## src/rtl/usb_ps2_keyfifo.sv

```systemverilog
// Circular-buffer scancode FIFO between the MCU/USB-PS2 bridge and the CPU keyboard port.
// Incoming scancodes are staged for one cycle and then committed; overflow leaves a one-shot marker.
module usb_ps2_keyfifo #(
    parameter int              DATA_W     = 8,
    parameter int              DEPTH      = 16,
    parameter logic [DATA_W-1:0] OVF_CODE = 8'hFF,
    parameter bit              UPD_TOGGLE = 1'b1
) (
    input  logic                       clk,
    input  logic                       reset,
    input  logic [DATA_W-1:0]          kb_scancode,
    input  logic                       kb_upd,
    input  logic                       keybuf_rd,
    input  logic                       keybuf_flush,
    output logic [DATA_W-1:0]          keybuf_data,
    output logic                       keybuf_empty,
    output logic                       keybuf_full,
    output logic [$clog2(DEPTH+1)-1:0] keybuf_level,
    output logic                       keybuf_ovf
);

    localparam int PTR_W = $clog2(DEPTH);
    localparam int LVL_W = $clog2(DEPTH + 1);
    localparam logic [LVL_W-1:0] LVL_MAX = LVL_W'(DEPTH);

    logic              prev_upd_q, prev_upd_d;
    logic              armed_q, armed_d;
    logic [DATA_W-1:0] stage_data_q, stage_data_d;
    logic              push_req_q, push_req_d;
    logic [PTR_W-1:0]  wr_ptr_q, wr_ptr_d;
    logic [PTR_W-1:0]  rd_ptr_q, rd_ptr_d;
    logic [LVL_W-1:0]  level_q, level_d;
    logic              ovf_q, ovf_d;
    logic [DATA_W-1:0] mem_q [DEPTH];
    logic [DATA_W-1:0] mem_d [DEPTH];

    logic upd_evt;
    logic pop_clr, pop_deq, push_ok, push_drop;

    always_comb begin
        // armed_q masks the first post-reset cycle so a static kb_upd level is not seen as a toggle
        if (UPD_TOGGLE) begin
            upd_evt = armed_q && (kb_upd != prev_upd_q);
        end else begin
            upd_evt = kb_upd;
        end
        prev_upd_d = kb_upd;
        armed_d    = 1'b1;

        pop_clr   = keybuf_rd && ovf_q;
        pop_deq   = keybuf_rd && !ovf_q && (level_q != '0);
        push_ok   = push_req_q && ((level_q != LVL_MAX) || pop_deq);
        push_drop = push_req_q && !push_ok;

        stage_data_d = upd_evt ? kb_scancode : stage_data_q;
        push_req_d   = upd_evt;

        mem_d = mem_q;
        if (push_ok && !keybuf_flush) begin
            mem_d[wr_ptr_q] = stage_data_q;
        end

        wr_ptr_d = wr_ptr_q + PTR_W'(push_ok);
        rd_ptr_d = rd_ptr_q + PTR_W'(pop_deq);

        level_d = level_q;
        if (push_ok && !pop_deq) begin
            level_d = level_q + LVL_W'(1);
        end else if (!push_ok && pop_deq) begin
            level_d = level_q - LVL_W'(1);
        end

        // a drop during a marker-clearing pop re-arms the marker
        ovf_d = ovf_q;
        if (push_drop) begin
            ovf_d = 1'b1;
        end else if (pop_clr) begin
            ovf_d = 1'b0;
        end

        if (keybuf_flush) begin
            stage_data_d = '0;
            push_req_d   = 1'b0;
            wr_ptr_d     = '0;
            rd_ptr_d     = '0;
            level_d      = '0;
            ovf_d        = 1'b0;
        end
    end

    always_ff @(posedge clk) begin
        if (!reset) begin
            prev_upd_q   <= 1'b0;
            armed_q      <= 1'b0;
            stage_data_q <= '0;
            push_req_q   <= 1'b0;
            wr_ptr_q     <= '0;
            rd_ptr_q     <= '0;
            level_q      <= '0;
            ovf_q        <= 1'b0;
        end else begin
            prev_upd_q   <= prev_upd_d;
            armed_q      <= armed_d;
            stage_data_q <= stage_data_d;
            push_req_q   <= push_req_d;
            wr_ptr_q     <= wr_ptr_d;
            rd_ptr_q     <= rd_ptr_d;
            level_q      <= level_d;
            ovf_q        <= ovf_d;
        end
    end

    // storage is qualified by level, so it needs no reset
    always_ff @(posedge clk) begin
        mem_q <= mem_d;
    end

    always_comb begin
        if (ovf_q) begin
            keybuf_data = OVF_CODE;
        end else if (level_q != '0) begin
            keybuf_data = mem_q[rd_ptr_q];
        end else begin
            keybuf_data = '0;
        end
    end

    assign keybuf_empty = (level_q == '0) && !ovf_q;
    assign keybuf_full  = (level_q == LVL_MAX);
    assign keybuf_level = level_q;
    assign keybuf_ovf   = ovf_q;

endmodule
```

## config.mk

```make
export PLATFORM = sky130hd
export DESIGN_NAME = usb_ps2_keyfifo
export DESIGN_NICKNAME = d
export VERILOG_FILES = /design/src/rtl/usb_ps2_keyfifo.sv
export SDC_FILE = /design/constraint.sdc
export NUM_CORES = 1
export LEC_CHECK = 0
export CAP_MARGIN = 20
export CORE_ASPECT_RATIO = 0.7
export CORE_MARGIN = 1
export CORE_UTILIZATION = 60
export CTS_BUF_LIST = sky130_fd_sc_hd__clkbuf_8
export CTS_CLUSTER_DIAMETER = 120
export DETAILED_ROUTE_END_ITERATION = 10
export PLACE_DENSITY = 0.79
export SLEW_MARGIN = 0
export SYNTH_ARGS = -nofsm -noshare
export SYNTH_HDL_FRONTEND = slang
export SYNTH_SLANG_ARGS = --single-unit
```

## constraint.sdc

```tcl
create_clock -name clk -period 3 [get_ports clk]
set_input_delay 0.45 -clock clk [delete_from_list [all_inputs] [get_ports clk]]
set_output_delay 0.45 -clock clk [all_outputs]
set_load 0.05 [all_outputs]
```

==> impl_metrics.env, run 1 <==
export IMPL_synth_yosys_seq_area_share=0.6975
export IMPL_ir_drop_v=0.0004796
export IMPL_synth_distinct_cells=38
export IMPL_grt_pass1_vias=3538
export IMPL_critical_path_required_ns=3.35
export IMPL_p_comb_frac=0.076
export IMPL_worstHoldPathCells=2
export IMPL_wirelength_routed_microns=12550
export IMPL_placement_rows=30
export IMPL_hold_start="keybuf_level[4]"
export IMPL_global_route_wire_length_before_repair_microns=19150
export IMPL_final_nets=469
export IMPL_ant_nets=0
export IMPL_pwr_share_seq=0.542
export IMPL_clkTransAtPathRegs_ns=0.08
export IMPL_design_core_area_sq_um=9872
export IMPL_drt_first_iter_violations=403
export IMPL_fmax_mhz=351.5
export IMPL_tritoncts="built"
export IMPL_ios=29
export IMPL_die_area_sq_um=10800
export IMPL_remaining_drc_errors=0
export IMPL_grt_ovfl_total=0
export IMPL_synth_area_leader_cell="edfxtp_1"
export IMPL_timing_final_setup_violations=0
export IMPL_dpl_worst_slack_ns=-0.1393
export IMPL_hpwlAfterDp_microns=8084
export IMPL_cts_root_buffer_cell="clkbuf_8"
export IMPL_vias=3519
export IMPL_cts_inserted_buffers=17
export IMPL_timing_final_crit_share=0.9485
export IMPL_clkSinkCount=153
export IMPL_p_switching_mw=0.9510
export IMPL_critPathArrivalTime_ns=3.19
export IMPL_track_usage=0.2589
export IMPL_tightest_slew_ns=0.8257
export IMPL_rr_endpoint="keybuf_level[4]"
export IMPL_rr_worst_depth=11
export IMPL_p_leak_nw=2.641
export IMPL_min_period_ns=2.845
export IMPL_wl_per_cell_microns=21.38
export IMPL_status="finished clean"
export IMPL_placement_cell_area_sq_um=6771
export IMPL_worst_setup_path_type="flop to flop"
export IMPL_layout_setup_ws_ns=0.1546
export IMPL_antenna_diode_count=0
export IMPL_final_core_utilization=0.7350
export IMPL_dominant_register_cell_in_the_synthesized_netlist="edfxtp_1"
export IMPL_power_density_nw_per_um2=589.6
export IMPL_p_int_mw=3.327
export IMPL_die_h_microns=87.25
export IMPL_grt_antenna_before_repair=0
export IMPL_critical_path_endpoint_type="flop"
export IMPL_finalMaxSlewViolations=0
export IMPL_chipWidth_microns=123.8
export IMPL_synth_top_area_share=0.6171
export IMPL_ctsLongestPathBuffers=2
export IMPL_grt_setup_unrepaired="false"
export IMPL_max_cap_violations=0
export IMPL_cts_max_level=4
export IMPL_finalHoldViolations=0
export IMPL_filler_cells=627
export IMPL_postSynthAreaPerCell_sq_um=16.18
export IMPL_power_share_switching=0.2223
export IMPL_synthCells=385
export IMPL_synth_async_reset_ratio=0
export IMPL_flow_area_growth_from_synthesis_pct=16.49
export IMPL_place_congestion=0.8219
export IMPL_worst_slew_slack_as_a_fraction_of_its_limit=0.4488
export IMPL_stdcell_area_sq_um=7256
export IMPL_worst_hold_path_endpoint="keybuf_level[4]"
export IMPL_fin_worst_hold_slack_ns=0.5235
export IMPL_post_drt_via_cell_ratio=5.995
export IMPL_hold_buffer_count_at_cts=0
export IMPL_worst_setup_path_start_kind="flop"
export IMPL_clock_power_share=0.382
export IMPL_synth_yosys_warnings=0
export IMPL_clock_insertion_delay_worst_skew_ns=0.45
export IMPL_worst_r2r_setup_slack_ns=0.15
export IMPL_dr_pass1_iters=5
export IMPL_synth_nets=408
export IMPL_r2r_start="keybuf_level[1]"
export IMPL_grt_start_max_net_pins=27
export IMPL_synth_area_leaders="edfxtp_1 62%, dfxtp_1 8.0%, mux2i_1 5.9%"
export IMPL_worstPathMaxFanout=5
export IMPL_fin_worst_skew_ns=0.01239
export IMPL_synth_edf_count=128
export IMPL_initial_core_util=0.6309
export IMPL_synth_cell_area_sq_um=6228
export IMPL_yosys_register_bits=153
export IMPL_port_buffers=28
export IMPL_worstHoldPathType="flop to flop"
export IMPL_drive_gt1_frac=0.1808
cell type report:
type                       count  area [sq um]  share of cell area
sequential                   153          4348              0.5992
multi-input combinational    209          1748              0.2409
timing repair buffer          57         550.5             0.07588
clock buffer                  17         234.0             0.03225
clock inverter                15         185.2             0.02552
tap                          128         160.2             0.02207
inverter                       8         30.03            0.004139
cells by family after synthesis:
| logic type | after synthesis | synth area share |
|---|---|---|
| buffers and inverters | 23 | 0.02189 |
| multiplexers | 62 | 0.1444 |
| adder cells (fa/ha/maj) | 11 | 0.02310 |
| AND/OR/NAND/NOR | 96 | 0.07272 |
| flip-flops | 153 | 0.6975 |
| XOR/XNOR | 8 | 0.01125 |
| AO/OA/AOI/OAI | 32 | 0.02913 |
critical path, stage by stage, from the launching register on:
cell,delay (ns)
dfxtp_1,0.36
or3_4,0.41
o41ai_1,0.40
inv_1,0.12
ha_1,0.22
inv_1,0.08
ha_1,0.24
nor2b_1,0.14
o21a_1,0.18
or3_1,0.31
a21o_1,0.20
mux2i_1,0.11
sequential cells by signal, indices dropped and copies added (netlist names):
name and count:
armed_q 1, prev_upd_q 1, stage_data_q 8, rd_ptr_q 4, keybuf_level 5, push_req_q 1
keybuf_ovf 1, mem_q 128, wr_ptr_q 4
worst max path at each step:
stage / startpoint / to / slack (ns) / cells past startpoint
floorplan: keybuf_level[1] / keybuf_level[4] / 0.03 / 11
global placement: keybuf_rd / keybuf_level[4] / -0.04 / 12
detailed placement: keybuf_rd / keybuf_level[4] / -0.14 / 12
CTS: rd_ptr_q[0] / keybuf_data[5] / 0.11 / 7
global route: keybuf_level[1] / keybuf_level[4] / 0.02 / 11
finish: keybuf_level[1] / keybuf_level[4] / 0.15 / 11
power groups by stage:
stage | clock network, mW | registers [mW] | logic (mW)
after floorplan | 0 | 2.37 | 0.202
after global placement | 0 | 2.37 | 0.302
after detailed placement | 0 | 2.37 | 0.308
after CTS | 1.65 | 2.32 | 0.310
after global routing | 1.74 | 2.32 | 0.347
final | 1.63 | 2.32 | 0.324
metrics by stage:
stage | setup TNS, ns | instances | power (mW)
floorplan | 0 | 385 | 2.574
finish | 0 | 587 | 4.278
detailed placement | -0.1393 | 550 | 2.681
CTS | 0 | 582 | 4.288
global placement | -0.04157 | 550 | 2.672
global route | 0 | 587 | 4.407
placed cells by master (no fill, tap or decap), types with 11 or more instances in the layout:
cell	instances
clkbuf_8	17
mux2i_1	37
clkdlybuf4s50_1	19
nor2_1	40
nor3_1	11
edfxtp_1	128
dfxtp_1	24
nand2_1	17
mux4_1	12
buf_4	32
synth_stat cells, types with 3 or more instances:
master / n
mux2_2: 7
a31oi_1: 3
dfxtp_1: 25
buf_2: 3
nor3_1: 11
a21oi_1: 10
buf_6: 4
nand2_1: 17
and2_1: 6
mux4_2: 6
nor2b_1: 3
mux2i_1: 37
mux4_1: 12
or3_1: 3
nand3_1: 5
nand3b_1: 3
xor2_1: 5
o22ai_1: 7
xnor2_1: 3
inv_1: 8
nor2_1: 40
clkbuf_1: 6
nand2b_1: 3
ha_1: 9
o21ai_0: 9
edfxtp_1: 128
layer usage:
layer,track usage,vias to the layer above,wire (microns)
met4,0.08872,0,164
met3,0.07788,21,977
li1,-,1597,-
met2,0.3929,161,5940
met1,0.3599,1740,5465
met5,0,-,0
what timing repair did:
| action | in CTS | in global routing |
|---|---|---|
| resized for setup | 1 | 0 |
| buffers inserted | 0 | 5 |
| setup endpoints to repair | 4 | 2 |
(Power assumes the default switching activity.)
==> inputs of run 2 (changes only) <==
--- a/config.mk
+++ b/config.mk
@@ -5,6 +5,7 @@
 export SDC_FILE = /design/constraint.sdc
 export NUM_CORES = 1
 export LEC_CHECK = 0
+export ABC_AREA = 1
 export CAP_MARGIN = 20
 export CORE_ASPECT_RATIO = 0.7
 export CORE_MARGIN = 1
@@ -12,6 +13,7 @@
 export CTS_BUF_LIST = sky130_fd_sc_hd__clkbuf_8
 export CTS_CLUSTER_DIAMETER = 120
 export DETAILED_ROUTE_END_ITERATION = 10
+export GPL_ROUTABILITY_DRIVEN = 0
 export PLACE_DENSITY = 0.79
 export SLEW_MARGIN = 0
 export SYNTH_ARGS = -nofsm -noshare
==> run 2 against run 1 <==
Critical path depth decreased by 6. Synthesized cell count increased by 62%. Synthesized area increased by 4.8%. Setup slack improved by 0.016 ns. Global-route usage increased by 0.50 points. Fmax increased by 0.56%. Die area increased by 4.7%. Final area increased by 0.10%. Register-to-register slack improved by 0.30 ns. Routed wire length increased by 11%. Non-clock buffer count decreased by 20. Flip-flop and latch count unchanged. Critical endpoint is now keybuf_empty. Largest cell class unchanged.
==> impl_metrics.env, run 2 <==
export IMPL_wirelength_routed_microns=13970
export IMPL_synth_edf_count=128
export IMPL_vias=4533
export IMPL_clkSinkCount=153
export IMPL_synth_async_reset_ratio=0
export IMPL_dominant_register_cell_in_the_synthesized_netlist="edfxtp_1"
export IMPL_worstHoldPathType="input port to flop"
export IMPL_tritoncts="built"
export IMPL_post_cts_resize_count=0
export IMPL_pwr_share_seq=0.516
export IMPL_post_drt_via_cell_ratio=5.709
export IMPL_grt_antenna_before_repair=0
export IMPL_finalHoldViolations=0
export IMPL_dr_top_layer="met4"
export IMPL_ctsLongestPathBuffers=2
export IMPL_die_area_sq_um=11310
export IMPL_totalNegativeSetupSlack_ns=0
export IMPL_global_route_wire_length_before_repair_microns=21350
export IMPL_max_cap_violations=0
export IMPL_synth_nets=645
export IMPL_postSynthAreaPerCell_sq_um=10.49
export IMPL_min_period_ns=2.829
export IMPL_synth_yosys_seq_area_share=0.6655
export IMPL_hpwlAfterDp_microns=8705
export IMPL_p_switching_mw=1.083
export IMPL_p_int_mw=3.410
export IMPL_placement_rows=31
export IMPL_dp_cell_count=762
export IMPL_grt_setup_unrepaired="false"
export IMPL_p_comb_frac=0.100
export IMPL_wl_per_cell_microns=17.60
export IMPL_fmax_mhz=353.4
export IMPL_power_density_nw_per_um2=618.5
export IMPL_tightest_slew_ns=0.8335
export IMPL_timing_final_setup_violations=0
export IMPL_synth_cell_area_sq_um=6528
export IMPL_drive_gt1_frac=0.08459
export IMPL_worst_setup_path_start_kind="flop"
export IMPL_cts_setup_buffers=0
export IMPL_most_frequent_cells_in_the_layout="230 x nand2_1, 128 x edfxtp_1, 101 x nand3_1, 35 x nor2_1, 25 x inv_1"
export IMPL_ant_nets=0
export IMPL_flow_area_growth_from_synthesis_pct=11.27
export IMPL_worstPathMaxFanout=10
export IMPL_worst_setup_path_type="flop to output port"
export IMPL_dr_pass1_iters=6
export IMPL_synth_common_cells="230 x nand2_1, 128 x edfxtp_1, 101 x nand3_1"
export IMPL_finalMaxSlewViolations=0
export IMPL_timing_final_crit_share=0.9431
export IMPL_synth_most_common_cell="nand2_1"
export IMPL_clkTransAtPathRegs_ns=0.08
export IMPL_remaining_drc_errors=0
export IMPL_critical_path_endpoint_type="output port"
export IMPL_critical_path_required_ns=2.55
export IMPL_final_nets=672
export IMPL_met3_wirelength_microns=1112
export IMPL_grt_ovfl_total=0
export IMPL_drt_first_iter_violations=421
export IMPL_p_leak_nw=2.802
export IMPL_largest_register="mem_q"
export IMPL_final_core_utilization=0.6935
export IMPL_cts_inserted_buffers=17
export IMPL_synthCells=622
export IMPL_critPathArrivalTime_ns=2.38
export IMPL_synth_area_leaders="edfxtp_1 59%, nand2_1 13%, nand3_1 7.7%"
export IMPL_worst_slew_slack_as_a_fraction_of_its_limit=0.4436
export IMPL_clock_power_share=0.384
export IMPL_stdcell_count=794
export IMPL_antenna_diode_count=0
export IMPL_synth_area_leader_cell="edfxtp_1"
export IMPL_fin_worst_skew_ns=0.008750
export IMPL_track_usage=0.2639
export IMPL_r2r_start="keybuf_level[1]"
export IMPL_wl_met2_microns=6613
export IMPL_die_h_microns=89.27
export IMPL_filler_cells=736
export IMPL_ios=29
export IMPL_worst_r2r_setup_slack_ns=0.45
export IMPL_hold_start="reset"
export IMPL_chipWidth_microns=126.7
export IMPL_grt_start_max_net_pins=66
export IMPL_largest_register_ffs=128
export IMPL_port_buffers=28
export IMPL_met1_length_microns=5990
export IMPL_worst_setup_startpoint="keybuf_level[1]"
export IMPL_synth_yosys_warnings=0
export IMPL_initial_core_util=0.6233
export IMPL_ir_drop_v=0.0003660
export IMPL_synth_distinct_cells=26
export IMPL_grt_pass1_vias=4249
export IMPL_synth_top_area_share=0.5888
export IMPL_hold_buffer_count_at_cts=0
export IMPL_final_common_cell="nand2_1"
export IMPL_clock_insertion_delay_worst_skew_ns=0.45
export IMPL_cts_root_buffer_cell="clkbuf_8"
export IMPL_power_share_switching=0.2410
export IMPL_cts_max_level=4
export IMPL_design_core_area_sq_um=10470
export IMPL_yosys_register_bits=153
export IMPL_status="finished clean"
-- run 2: power groups by stage --
stage | combinational, mW | clock [mW] | sequential (mW)
after floorplan | 0.317 | 0 | 2.37
after global placement | 0.439 | 0 | 2.37
after detailed placement | 0.446 | 0 | 2.37
after CTS | 0.448 | 1.74 | 2.32
after global routing | 0.486 | 1.81 | 2.32
final | 0.449 | 1.72 | 2.32
-- run 2: worst paths after layout --
kind	endpoint	depth (start not counted)
max	keybuf_empty	5
min	armed_q	1
max reg2reg	keybuf_level[4]	13
min reg2reg	keybuf_ovf	2
-- run 2: per-layer routing --
layer / up-vias / track usage
met5: - / 0
met4: 0 / 0.1234
met3: 25 / 0.05566
met2: 225 / 0.4244
met1: 2128 / 0.3537
li1: 2155 / -
-- run 2: cell type report --
class,count,area (sq um),share of cell area
tap,132,165.2,0.02274
inverter,28,105.1,0.01447
sequential,153,4345,0.5983
clock inverter,15,209.0,0.02877
timing repair buffer,37,340.3,0.04686
clock buffer,17,234.0,0.03221
multi-input combinational,412,1864,0.2567
-- run 2: critical path, stage by stage (launching register included) --
cell and delay, ns:
dfxtp_1 0.36, inv_1 0.11, nand4_1 0.13, or2_2 0.40
nor2_1 0.11, clkdlybuf4s50_1 0.82
-- run 2: kinds of logic (layout without fill, tap and decap cells) --
kind of cell	after synthesis	in the layout	synth area share
and+or+nand+nor	372	372	0.2363
adders and majority gates	10	10	0.02032
buffers and inverters	57	97	0.04888
xor gates and xnor gates	4	4	0.005368
DFF	153	153	0.6655
AOI/OAI and AO/OA	26	26	0.02358
-- run 2: metrics by stage --
step	power (mW)	hold slack [ns]	instance area (sq um)	setup WS, ns
after detailed placement	2.813	0.4870	6820	0.2808
after CTS	4.505	0.4743	7263	0.1399
final	4.492	0.4987	7263	0.1706
after global routing	4.620	0.4819	7263	0.02319
after floorplan	2.688	0.4605	6528	0.2984
after global placement	2.804	0.4962	6820	0.3797
==> inputs of run 3 (changes only) <==
--- a/config.mk
+++ b/config.mk
@@ -8,13 +8,12 @@
 export ABC_AREA = 1
 export CAP_MARGIN = 20
 export CORE_ASPECT_RATIO = 0.7
-export CORE_MARGIN = 1
 export CORE_UTILIZATION = 60
 export CTS_BUF_LIST = sky130_fd_sc_hd__clkbuf_8
 export CTS_CLUSTER_DIAMETER = 120
 export DETAILED_ROUTE_END_ITERATION = 10
 export GPL_ROUTABILITY_DRIVEN = 0
-export PLACE_DENSITY = 0.79
+export PLACE_DENSITY = 0.86
 export SLEW_MARGIN = 0
 export SYNTH_ARGS = -nofsm -noshare
 export SYNTH_HDL_FRONTEND = slang
==> run 3 against run 2 <==
Setup slack worse by 0.021 ns. Fmax is 0.72% lower. Largest cell class unchanged. Flip-flop and latch count unchanged. Global-route usage up 1.3 points. Sequential share of layout area is 0.53 points lower. Clock skew grew 0.0024 ns. Cell count grew 0.63%. First-iteration DRC count increased by 45%. Die area is the same. Worst hold slack improved by 0.014 ns. Routed wire length grew 4.4%. Non-clock buffer count is 5 higher.
==> impl_metrics.env, run 3 (same netlist as run 2, synthesis figures left out) <==
export IMPL_layout_area_seq_sq_um=4345
export IMPL_worstPathMaxFanout=10
export IMPL_p_leak_nw=2.827
export IMPL_tightest_slew_ns=0.8002
export IMPL_grt_start_max_net_pins=34
export IMPL_most_frequent_cells_in_the_layout="230 x nand2_1, 128 x edfxtp_1, 101 x nand3_1, 35 x nor2_1, 24 x dfxtp_1"
export IMPL_ant_nets=0
export IMPL_hpwlAfterDp_microns=8963
export IMPL_post_drt_via_cell_ratio=5.796
export IMPL_port_buffers=28
export IMPL_timing_final_crit_share=0.9500
export IMPL_worst_r2r_setup_slack_ns=0.34
export IMPL_cts_inserted_buffers=17
export IMPL_clkSinkCount=153
export IMPL_rr_worst_depth=13
export IMPL_critical_path_required_ns=2.55
export IMPL_largest_register="mem_q"
export IMPL_grt_antenna_before_repair=0
export IMPL_ctsLongestPathBuffers=2
export IMPL_worst_slew_slack_as_a_fraction_of_its_limit=0.4658
export IMPL_fmax_mhz=350.9
export IMPL_ir_drop_v=0.0003987
export IMPL_critical_path_endpoint_type="output port"
export IMPL_wl_per_cell_microns=18.25
export IMPL_remaining_drc_errors=0
export IMPL_dpl_worst_slack_ns=0.2459
export IMPL_hold_buffer_count_at_cts=0
export IMPL_grt_ovfl_total=0
export IMPL_clock_insertion_delay_worst_skew_ns=0.45
export IMPL_wirelength_routed_microns=14580
export IMPL_drive_gt1_frac=0.09445
export IMPL_final_nets=677
export IMPL_design_core_area_sq_um=10470
export IMPL_r2r_start="keybuf_level[1]"
export IMPL_track_usage=0.2769
export IMPL_tritoncts="built"
export IMPL_vias=4631
export IMPL_timing_final_setup_violations=0
export IMPL_worstHoldPathType="flop to flop"
export IMPL_grt_setup_unrepaired="false"
export IMPL_worst_hold_path_endpoint="keybuf_ovf"
export IMPL_critPathArrivalTime_ns=2.40
export IMPL_finalMaxSlewViolations=0
export IMPL_cts_max_level=4
export IMPL_initial_core_util=0.6233
export IMPL_cts_root_buffer_cell="clkbuf_8"
export IMPL_die_area_sq_um=11310
export IMPL_die_h_microns=89.27
export IMPL_rr_endpoint="keybuf_level[4]"
export IMPL_ios=29
export IMPL_worstHoldPathCells=2
export IMPL_hold_start="push_req_q"
export IMPL_filler_cells=709
export IMPL_stdcell_count=799
export IMPL_chipWidth_microns=126.7
export IMPL_totalNegativeSetupSlack_ns=0
export IMPL_finalHoldViolations=0
export IMPL_multi_input_combinational_cell_area_sq_um=1864
export IMPL_status="finished clean"
export IMPL_min_period_ns=2.850
export IMPL_fin_worst_skew_ns=0.01117
export IMPL_max_cap_violations=0
export IMPL_global_route_wire_length_before_repair_microns=22600
export IMPL_dp_cell_count=767
export IMPL_flow_area_growth_from_synthesis_pct=12.27
export IMPL_largest_register_ffs=128
export IMPL_worst_setup_path_start_kind="flop"
export IMPL_grt_pass1_vias=4340
export IMPL_dr_pass1_iters=5
export IMPL_power_density_nw_per_um2=631.8
export IMPL_worst_setup_path_type="flop to output port"
export IMPL_drt_first_iter_violations=609
export IMPL_layout_setup_ws_ns=0.1501
export IMPL_placement_rows=31
export IMPL_antenna_diode_count=0
export IMPL_final_common_cell="nand2_1"
export IMPL_clkTransAtPathRegs_ns=0.09
export IMPL_design_power_total_mw=4.630
-- run 3: per-stage QoR --
| stage | util | instance area [sq um] | hold slack, ns |
|---|---|---|---|
| 3_3_place_gp | 0.6536 | 6845 | 0.5026 |
| 6_report | 0.6998 | 7328 | 0.5132 |
| 3_5_place_dp | 0.6536 | 6845 | 0.5014 |
| 5_1_grt | 0.6998 | 7328 | 0.5106 |
| 4_1_cts | 0.6995 | 7326 | 0.5039 |
| 2_1_floorplan | - | 6528 | 0.4605 |
-- run 3: power by group --
part | leakage, nW | total (mW) | internal [mW] | switching, mW
registers | 1.43 | 2.32 | 2.29 | 0.0260
clock network | 0.230 | 1.86 | 1.08 | 0.780
logic | 1.17 | 0.455 | 0.138 | 0.317
-- run 3: how the worst max path moves through the flow --
stage,endpoint,slack (ns),start,depth (start not counted)
finish,keybuf_empty,0.15,keybuf_level[1],5
floorplan,keybuf_level[3],0.30,keybuf_level[4],11
global route,keybuf_empty,0.04,keybuf_level[1],5
global placement,keybuf_level[4],0.40,keybuf_rd,12
CTS,keybuf_empty,0.16,keybuf_level[2],5
detailed placement,keybuf_level[4],0.25,keybuf_rd,12
-- run 3: layout make-up --
cell class	count	area share
multi-input combinational	412	0.2544
inverter	28	0.01468
tap	132	0.02254
clock buffer	17	0.03193
clock inverter	15	0.03363
timing repair buffer	42	0.04985
sequential	153	0.5930
-- run 3: layer usage --
| layer | track usage | wire length (microns) |
|---|---|---|
| met5 | 0 | 0 |
| met4 | 0.1212 | 295 |
| met3 | 0.05506 | 1216 |
| met2 | 0.4555 | 7116 |
| met1 | 0.3684 | 5955 |
-- run 3: critical path, cell delays in order, from the launching register on --
cell	delay, ns
dfxtp_1	0.37
inv_1	0.11
nand4_1	0.13
or2_2	0.41
nor2_1	0.12
clkdlybuf4s50_1	0.82
-- run 3: what timing repair did --
action / 4_1_cts / 5_1_grt
gates resized for setup: 0 / 2
endpoints found under the hold margin: 0 / 0
setup buffers: 0 / 0
setup endpoints to repair: 0 / 1
